**config.mk**
```make
export PLATFORM = sky130hd
export DESIGN_NAME = sync_fifo
export DESIGN_NICKNAME = d
export VERILOG_FILES = /design/src/rtl/sync_fifo.sv
export SDC_FILE = /design/constraint.sdc
export NUM_CORES = 1
export LEC_CHECK = 0
export ABC_AREA = 1
export CAP_MARGIN = 20
export CORE_ASPECT_RATIO = 2
export CORE_MARGIN = 4
export CORE_UTILIZATION = 40
export DETAILED_ROUTE_END_ITERATION = 8
export DONT_BUFFER_PORTS = 1
export SLEW_MARGIN = 20
export SYNTH_ARGS = -nofsm -noshare
export SYNTH_HDL_FRONTEND = slang
export SYNTH_SLANG_ARGS = --single-unit
```
**constraint.sdc**
```tcl
create_clock -name clk -period 3.15 [get_ports clk]
set_clock_uncertainty 0.1 [all_clocks]
set_input_delay 0.945 -clock clk [delete_from_list [all_inputs] [get_ports clk]]
set_output_delay 0.945 -clock clk [all_outputs]
set_load 0.02 [all_outputs]
```
**src/rtl/sync_fifo.sv**
```systemverilog
// sync_fifo: single-clock first-word-fall-through FIFO.
// Circular buffer with write/read pointers and an occupancy count.
module sync_fifo #(
    parameter int DEPTH      = 8,
    parameter int DATA_WIDTH = 8
) (
    input  logic                  clk,
    input  logic                  rst,
    input  logic                  wren,
    input  logic                  rden,
    input  logic [DATA_WIDTH-1:0] i_data,
    output logic [DATA_WIDTH-1:0] o_data,
    output logic                  full,
    output logic                  empty
);

    localparam int AW = $clog2(DEPTH);
    localparam int CW = AW + 1;
    localparam logic [CW-1:0] FULL_CNT = CW'(DEPTH);

    logic [DATA_WIDTH-1:0] r_mem [DEPTH];
    logic [AW-1:0]         r_wr_ptr;
    logic [AW-1:0]         r_rd_ptr;
    logic [CW-1:0]         r_count;
    logic [DATA_WIDTH-1:0] r_hold;

    logic                  w_full;
    logic                  w_empty;
    logic                  w_wr_acc;
    logic                  w_rd_acc;
    logic [DATA_WIDTH-1:0] w_head;

    assign w_full   = (r_count == FULL_CNT);
    assign w_empty  = (r_count == '0);
    assign w_wr_acc = wren & ~w_full;
    assign w_rd_acc = rden & ~w_empty;
    assign w_head   = r_mem[r_rd_ptr];

    assign full   = w_full;
    assign empty  = w_empty;
    // While empty, keep showing the last head seen (zero after reset).
    assign o_data = w_empty ? r_hold : w_head;

    // Storage write; contents are deliberately not reset.
    always_ff @(posedge clk) begin
        if (!rst && w_wr_acc) begin
            r_mem[r_wr_ptr] <= i_data;
        end
    end

    // Write pointer advances on each accepted write, wrapping naturally.
    always_ff @(posedge clk) begin
        if (rst) begin
            r_wr_ptr <= '0;
        end else if (w_wr_acc) begin
            r_wr_ptr <= r_wr_ptr + AW'(1);
        end
    end

    // Read pointer advances on each accepted read, wrapping naturally.
    always_ff @(posedge clk) begin
        if (rst) begin
            r_rd_ptr <= '0;
        end else if (w_rd_acc) begin
            r_rd_ptr <= r_rd_ptr + AW'(1);
        end
    end

    // Occupancy count: unchanged when a read and a write both land.
    always_ff @(posedge clk) begin
        if (rst) begin
            r_count <= '0;
        end else begin
            unique case ({w_wr_acc, w_rd_acc})
                2'b10:   r_count <= r_count + CW'(1);
                2'b01:   r_count <= r_count - CW'(1);
                default: r_count <= r_count;
            endcase
        end
    end

    // Track the visible head so o_data is stable once the FIFO drains.
    always_ff @(posedge clk) begin
        if (rst) begin
            r_hold <= '0;
        end else if (!w_empty) begin
            r_hold <= w_head;
        end
    end

endmodule

```
---- Word-level counts from Yosys, hierarchy flattened ----
Memory sizes are Yosys's and may differ from the RTL's. A register that Yosys moved wholly into a read port is not among the register bits.
Cells that the tools add are included.
operators by class
  bitwise gates (word level) .............. 4
  add/sub/neg operators ................... 4
  muxes and demuxes ....................... 6
  equality and inequality tests ........... 3
  reductions and logical operators ........ 4
operators with widths
  cell                                                                number
  8-bit two-way mux                                                   1
  4-bit one-hot mux with 2 select lines                               1
  3-bit by 1-bit adder with 3-bit output, second input constant       2
  3-bit two-way mux                                                   2
  4-bit by 1-bit adder with 4-bit output, second input constant       1
  4-bit == test, second input constant                                1
  4-bit zero test                                                     1
  4-bit by 1-bit subtractor with 4-bit output, second input constant  1
  1-bit AND                                                           2
  2-bit by 1-bit == test with 1-bit output, second input constant     1
  2-bit == test, second input constant                                1
  1-bit two-way mux                                                   2
  1-bit inverter                                                      2
  2-bit nonzero test                                                  1
  1-bit logical AND                                                   1
  1-bit zero test                                                     1
word-level totals
  bits in writable memories ............... 64
  memories kept ........................... 1
  logic and storage cells ................. 26
  bits of input ports ..................... 12
  bits in registers ....................... 18
memories
  name   words  bits a word  read ports  clocked after memory_dff  wr ports  line  text
  r_mem  8      8            1           1                         1         21    logic [DATA_WIDTH-1:0] r_mem [DEPTH];

---- Longest topological paths before layout ----
  depth after elaboration ................. 6
  gate-level depth with buffers ........... 13

---- Least setup slack after synthesis ----
OpenSTA, ideal clock, no wires.
  path kind ............................... input-to-reg
  from .................................... input wren
  to ...................................... memory r_mem[0][0] (enable)
  arrival ................................. 1785 ps
  stages on the path ...................... 4
  path slack .............................. 882 ps
  path buffers ............................ 0
  path through ............................ nand2_2 > inv_2 > nand2_1 > nor3_1
between the ends
  word-level cells in the longest chain between the ends .. 4
RTL lines
  item                                     line  text
  start, declared                          9     input logic wren,
  1-bit AND                                35    assign w_wr_acc = wren & ~w_full;
  1-bit logical AND                        46    if (!rst && w_wr_acc) begin
  1-bit two-way mux                        46
  1-bit two-way mux (implied by the code)  47    r_mem[r_wr_ptr] <= i_data;
  end, declared                            21
No other way between the ends.

==> flow_metrics.py <==
metrics = {
    "setup_path": {
        "critical_path_required_ns": 2.10,
        "regToRegStartpoint": "r_count[1]",
        "critical_path.max_fanout": 32,
        "rrSetupSlack_ns": 0.94,
        "crit_family": "simple AND/OR/NAND/NOR gates",
        "critPathLaunchType": "register",
        "crit_arrival_ns": 1.69,
        "critical_path_buf_inv_count": 2,
        "worstSetupEndpointType": "output pin",
        "setup.worst_path.class": "reg2out",
        "critical-path-max-stage-delay_ns": 0.38,
        "critical-path-slowest-cell": "dfxtp_1",
        "critical_path.cell_chain": "buf_4, inv_6, nand2_1, nand3_1, nand3_1, nand3_2, nand2_1",
    },
    "clock_tree": {
        "cts_max_path_buffers": 2,
        "tritoncts_buffers": 9,
        "cts_tree": "done",
        "insertion_delay_ns": 0.33,
        "post_cts_resize_count": 0,
        "clkSlewWorstSetupHoldPaths_ns": 0.06,
        "post-cts-setup-buffers": 0,
        "clock_tree.root_cell": "clkbuf_16",
        "cts_max_level": 3,
        "cts.sinks": 85,
        "post_cts_hold_buffer_count": 0,
    },
    "power": {
        "power_density_nw_per_um2": 855,
        "p_leak_nw": 1.79,
        "vdd_ir_drop_max_mv": 0.506,
    },
    "die": {
        "top_level_ports": 22,
        "horiz_die_dim_um": 76.8,
        "coreArea_um2": 9320,
        "initial_utilization_pct": 40.7,
        "design.die.area_um2": 11200,
        "core.rowCount": 50,
        "floorplan.die.height_um": 146,
    },
    "final_layout": {
        "fin_area_um2": 4210,
        "number_of_diodes": 0,
        "ff_latch_area_um2": 2340,
        "syn_to_final_growth_pct": 11.0,
        "drive_gt1_share_pct": 20.3,
        "final_net_count": 408,
        "n_fill_cell": 870,
        "multiInputGateArea_um2": 1080,
        "final_cells": 499,
    },
    "sta": {
        "finalSetupTns_ns": 0,
        "worstMarginPinSlew_ns": 0.436,
        "achievable-frequency_mhz": 365,
        "total_of_endpoints_with_negative_setup_slack_in_the_final_report": 0,
        "finalWorstPathRequiredPeriod_ns": 2.74,
        "timing.final.max_slew_violations": 0,
        "timing.final.crit_share_pct": 86.9,
        "worst_slew_margin_rel_pct": 70.9,
        "rsz0062_at_grt": "false",
        "final.setup.worst_slack_ns": 0.413,
        "hold_violations": 0,
    },
    "detailed_routing": {
        "drt_first_pass_iters": 4,
        "remaining_drc_errors": 0,
        "via_per_inst": 4.88,
        "wire_length_after_detailed_routing_um": 7540,
        "route.vias.total": 2434,
        "drt_iter0_drc": 138,
        "wl_per_cell_um": 15.1,
        "detail-route-antenna-nets": 0,
    },
    "yosys": {
        "synthDominantCellAreaShare_pct": 50.7,
        "ys_ff_latch": 85,
        "syn_area_per_cell_um2": 9.98,
        "synth.largest_area_cell": "edfxtp_1",
        "synth_sequential_area_ratio_pct": 61.8,
        "synth_cell_types": 30,
        "synthesis.instances": 380,
        "netlist_area_before_placement_um2": 3790,
        "largest_cells_by_area_after_synthesis": "edfxtp_1 (51%), dfxtp_1 (11%), nand2_1 (11%)",
        "syn_nets": 398,
        "yosys_warnings": 0,
    },
    "worst_hold_path": {
        "holdCritStartpoint": "r_hold[2]",
        "holdCritPathClass": "reg2reg",
    },
    "place": {
        "dpl_worst_slack_ns": 0.756,
        "placement.io_buffers": 0,
        "post-place-cells": 483,
        "gpl.final_weighted_congestion": 0.834,
        "place_hpwl_um": 5480,
        "placedInstanceArea_um2": 3900,
    },
    "grt": {
        "grt_remaining_overflow": 0,
        "antenna_violations_before_repair": 0,
        "grt_usage_pct": 14.8,
        "global_route_wire_length_before_repair_um": 12600,
        "vias_in_the_first_global_route": 2609,
        "grt_start_max_net_pins": 33,
    },
    "flow_run": {
        "max_capacitance_violation_count": 0,
    },
    "run_status": {
        "outcome": "finished clean",
    },
}
-- registers in the layout (all words and copies together) (netlist names), named ones only --
name      flops
r_mem        64
r_count       4
r_hold        8
r_wr_ptr      3
r_rd_ptr      3
-- metrics by stage --
stage	util (%)	total power [mW]	hold slack, ns
CTS	45.2	3.64	0.378
global route	45.2	3.82	0.404
global placement	41.9	2.57	0.365
finish	45.2	3.60	0.376
floorplan	-	2.42	0.362
detailed placement	41.9	2.59	0.367
-- cells by family after synthesis --
kind of cell               after synthesis  share of synthesized area, %
xor gates and xnor gates                 1                         0.231
DFF                                     85                          61.8
buffers and inverters                   81                          9.74
adders and majority gates                6                          2.18
AOI/OAI and AO/OA                       25                          4.19
and+or+nand+nor                        182                          21.9
-- power by group --
| part | internal, mW | switching (mW) |
|---|---|---|
| clock network | 0.642 | 0.394 |
| logic | 0.339 | 0.815 |
| registers | 1.33 | 0.0828 |
| total | 2.31 | 1.29 |
-- layout by cell type, fill, tap and decap left out --
master	count
nor2_4	1
a21oi_2	8
nand2_1	110
nor3_1	4
inv_1	36
edfxtp_1	64
o21ai_1	7
inv_4	1
clkinv_2	4
clkbuf_8	3
clkbuf_16	10
nand3_4	1
ha_1	5
or2_1	1
inv_6	1
buf_4	11
nand2_4	1
and3_1	2
o21ai_0	1
nand2_2	1
nor2_1	7
nand3_1	47
fa_1	1
a21oi_1	8
dfxtp_1	21
nand3_2	7
inv_2	30
o21ai_2	1
xnor2_1	1
-- metal layers --
metal	up-vias	track usage (%)	routed length, µm
met5	-	0	0
met4	0	7.99	181
met3	14	3.53	277
met2	36	28.4	4410
met1	1134	14.0	2670
li1	1250	-	-
-- worst paths after layout --
check | cells past startpoint | to
worst max-delay path | 7 | o_data[1]
worst min-delay path | 2 | r_hold[2]
worst max register to register | 12 | r_count[3]
worst min register to register | 2 | r_hold[2]
-- area by class of cell --
class	count	share of cell area, %
Clock buffer	13	6.93
Clock inverter	3	0.357
Inverter	69	6.36
Multi-Input combinational cell	214	25.7
Sequential cell	85	55.6
Tap cell	104	3.09
Timing Repair Buffer	11	1.96
-- synth_stat cells --
| master | instances |
|---|---|
| nand2_1 | 110 |
| edfxtp_1 | 64 |
| nand3_1 | 47 |
| inv_1 | 36 |
| inv_2 | 30 |
| dfxtp_1 | 21 |
| a21oi_1 | 8 |
| a21oi_2 | 8 |
| nand3_2 | 7 |
| nor2_1 | 7 |
| o21ai_1 | 7 |
| buf_6 | 6 |
| ha_1 | 5 |
| nor3_1 | 4 |
| buf_2 | 3 |
| and3_1 | 2 |
| buf_4 | 2 |
| clkbuf_1 | 1 |
| clkinv_2 | 1 |
| fa_1 | 1 |
| inv_4 | 1 |
| inv_6 | 1 |
| nand2_2 | 1 |
| nand2_4 | 1 |
| nand3_4 | 1 |
| nor2_4 | 1 |
| o21ai_0 | 1 |
| o21ai_2 | 1 |
| or2_1 | 1 |
| xnor2_1 | 1 |
-- tightest hold or removal path, delay by kind of cell, from the launching register on --
kind / cells / cell delay [ns]
AND/OR/NAND/NOR: 1 / 0.09
flip-flops: 1 / 0.30
AO/OA/AOI/OAI: 1 / 0.06
Note: power is estimated with default switching activity, not from simulation.
==> patch (same flow settings) <==
The parameter `DEPTH` goes from 8 to 4.
--- a/src/rtl/sync_fifo.sv
+++ b/src/rtl/sync_fifo.sv
@@ -2,5 +2,5 @@
 // Circular buffer with write/read pointers and an occupancy count.
 module sync_fifo #(
-    parameter int DEPTH      = 8,
+    parameter int DEPTH      = 4,
     parameter int DATA_WIDTH = 8
 ) (
Check against the original RTL: not equivalent (Yosys sat finds a counterexample within 10 cycles, from zero or initial values and one cycle with rst high).
==> patch against the unedited design <==
- power down 43%
- routed wire length fell by 53%
- sequential cell count decreased by 36
- area after synthesis shrank 42%
- design area down 43%
- count of clock-buffer cells in the layout down 7
- critical path depth down 1
- setup slack gained 0.010 ns
- critical path type unchanged
==> patch: results (changes against the unedited design) <==
Status = finished clean
CTS Buf Count = 5 (-4)
Inverters = 60 (-13%)
Clk pin slew, worst setup/hold paths = 0.08 ns (+0.02 ns)
Fill cells = 529 (-39%)
WL met3 = 135 um (-51%)
Register Area = 1300 um^2 (-44%)
Clock buffer count = 6 (-7)
P_comb = 0.758 mW (-34%)
Area of the multi-input gates = 624 um^2 (-42%)
DRT Pass-1 Iters = 6 (+2)
Via count = 1358 (-44%)
Routed WL = 3.53 mm (-53%)
Syn Area/Cell = 9.26 um^2 (-7.2%)
Routed metal-1 wire length = 1.39 mm (-48%)
Relative slew slack = 60.7% (-10 points)
Placed Cells = 296 (-39%)
Top flop regs = r_mem x32, r_hold x8, r_count x3
Multi-input combinational area share = 26.2% (+0.60 points)
Multi-In Gates = 123 (-43%)
Area post-placement = 2260 um^2 (-42%)
GRT Total Usage = 12.0% (-2.9 points)
Number of synthesized flops with an enable pin = 32 (-50%)
First-pass GRT wire length = 6.11 mm (-51%)
Hpwl dp = 2.70 mm (-51%)
PwrDens = 870 nW/um^2 (+1.7%)
Top cells by count, synth = 53 x inv_1, 49 x nand2_1, 32 x edfxtp_1
DP Worst Slack = 0.738 ns (-0.0176 ns)
Max FO, Critical Path = 17 (-47%)
Leakage = 1.09 nW (-39%)
Initial DRC Count = 32 (-77%)
Layout cells sized above 1 = 13.1% (-7.1 points)
VDD IR-drop max = 556 uV (+10%)
Highest metal used = met4
Met2 WL = 1.92 mm (-56%)
Routed wire per std cell = 11.6 um (-23%)
Root buf cell = clkbuf_8
H-tree levels = 2 (-1)
Clock sink total = 49 (-42%)
Largest net degree at the start of global routing = 20 (-39%)
Gpl congestion = 0.688 (-18%)
Clock power share = 22.2% (-6.6 points)
Seq/Total Area, Yosys = 59.0% (-2.8 points)
Yosys cell types = 21 (-30%)
Non-clock buffers = 4 (-7)
Top cells by area, synth = edfxtp_1 44%, dfxtp_1 15%, inv_1 9.0%, nand2_1 8.3%, nand3_1 5.2%
Post-synth net total = 256 (-36%)
Clock network share of area = 5.05% (-2.2 points)
Worst-skew pair later-pin latency = 0.30 ns (-0.03 ns)
NetSw = 0.804 mW (-38%)
NonClk Buf Share = 1.26% (-0.70 points)
patch: cell families after synthesis:
kind of cell	count (synthesis)	share of synthesized area [%]
fa+ha+maj	6	3.75
flops	49	59.0
simple gates	108	22.5
compound gates	9	2.04
buf+inv	66	12.7
patch: layer usage:
metal  vias up  global-route usage (%)
met5         -                       0
met4         0                    5.64
met3         7                    3.54
met2        26                    21.3
met1       592                    12.2
li1        733                       -
patch: critical path, stage by stage, from the launching register on:
cell and delay [ns]:
dfxtp_1 0.70, inv_4 0.17, nand2_1 0.10, nand3_1 0.07, nand3_1 0.10, nand2_1 0.09
inv_1 0.16
patch: path summary, 6_finish.rpt:
path	startpoint	end	slack (ns)
min	r_rd_ptr[1]$_SDFFE_PP0P_	r_rd_ptr[1]$_SDFFE_PP0P_	0.41
max	flip-flop	o_data[6]	0.42
min reg2reg	r_rd_ptr[1]$_SDFFE_PP0P_	r_rd_ptr[1]$_SDFFE_PP0P_	0.41
max reg2reg	r_count[1]$_SDFFE_PP0P_	r_count[2]$_SDFFE_PP0P_	0.93
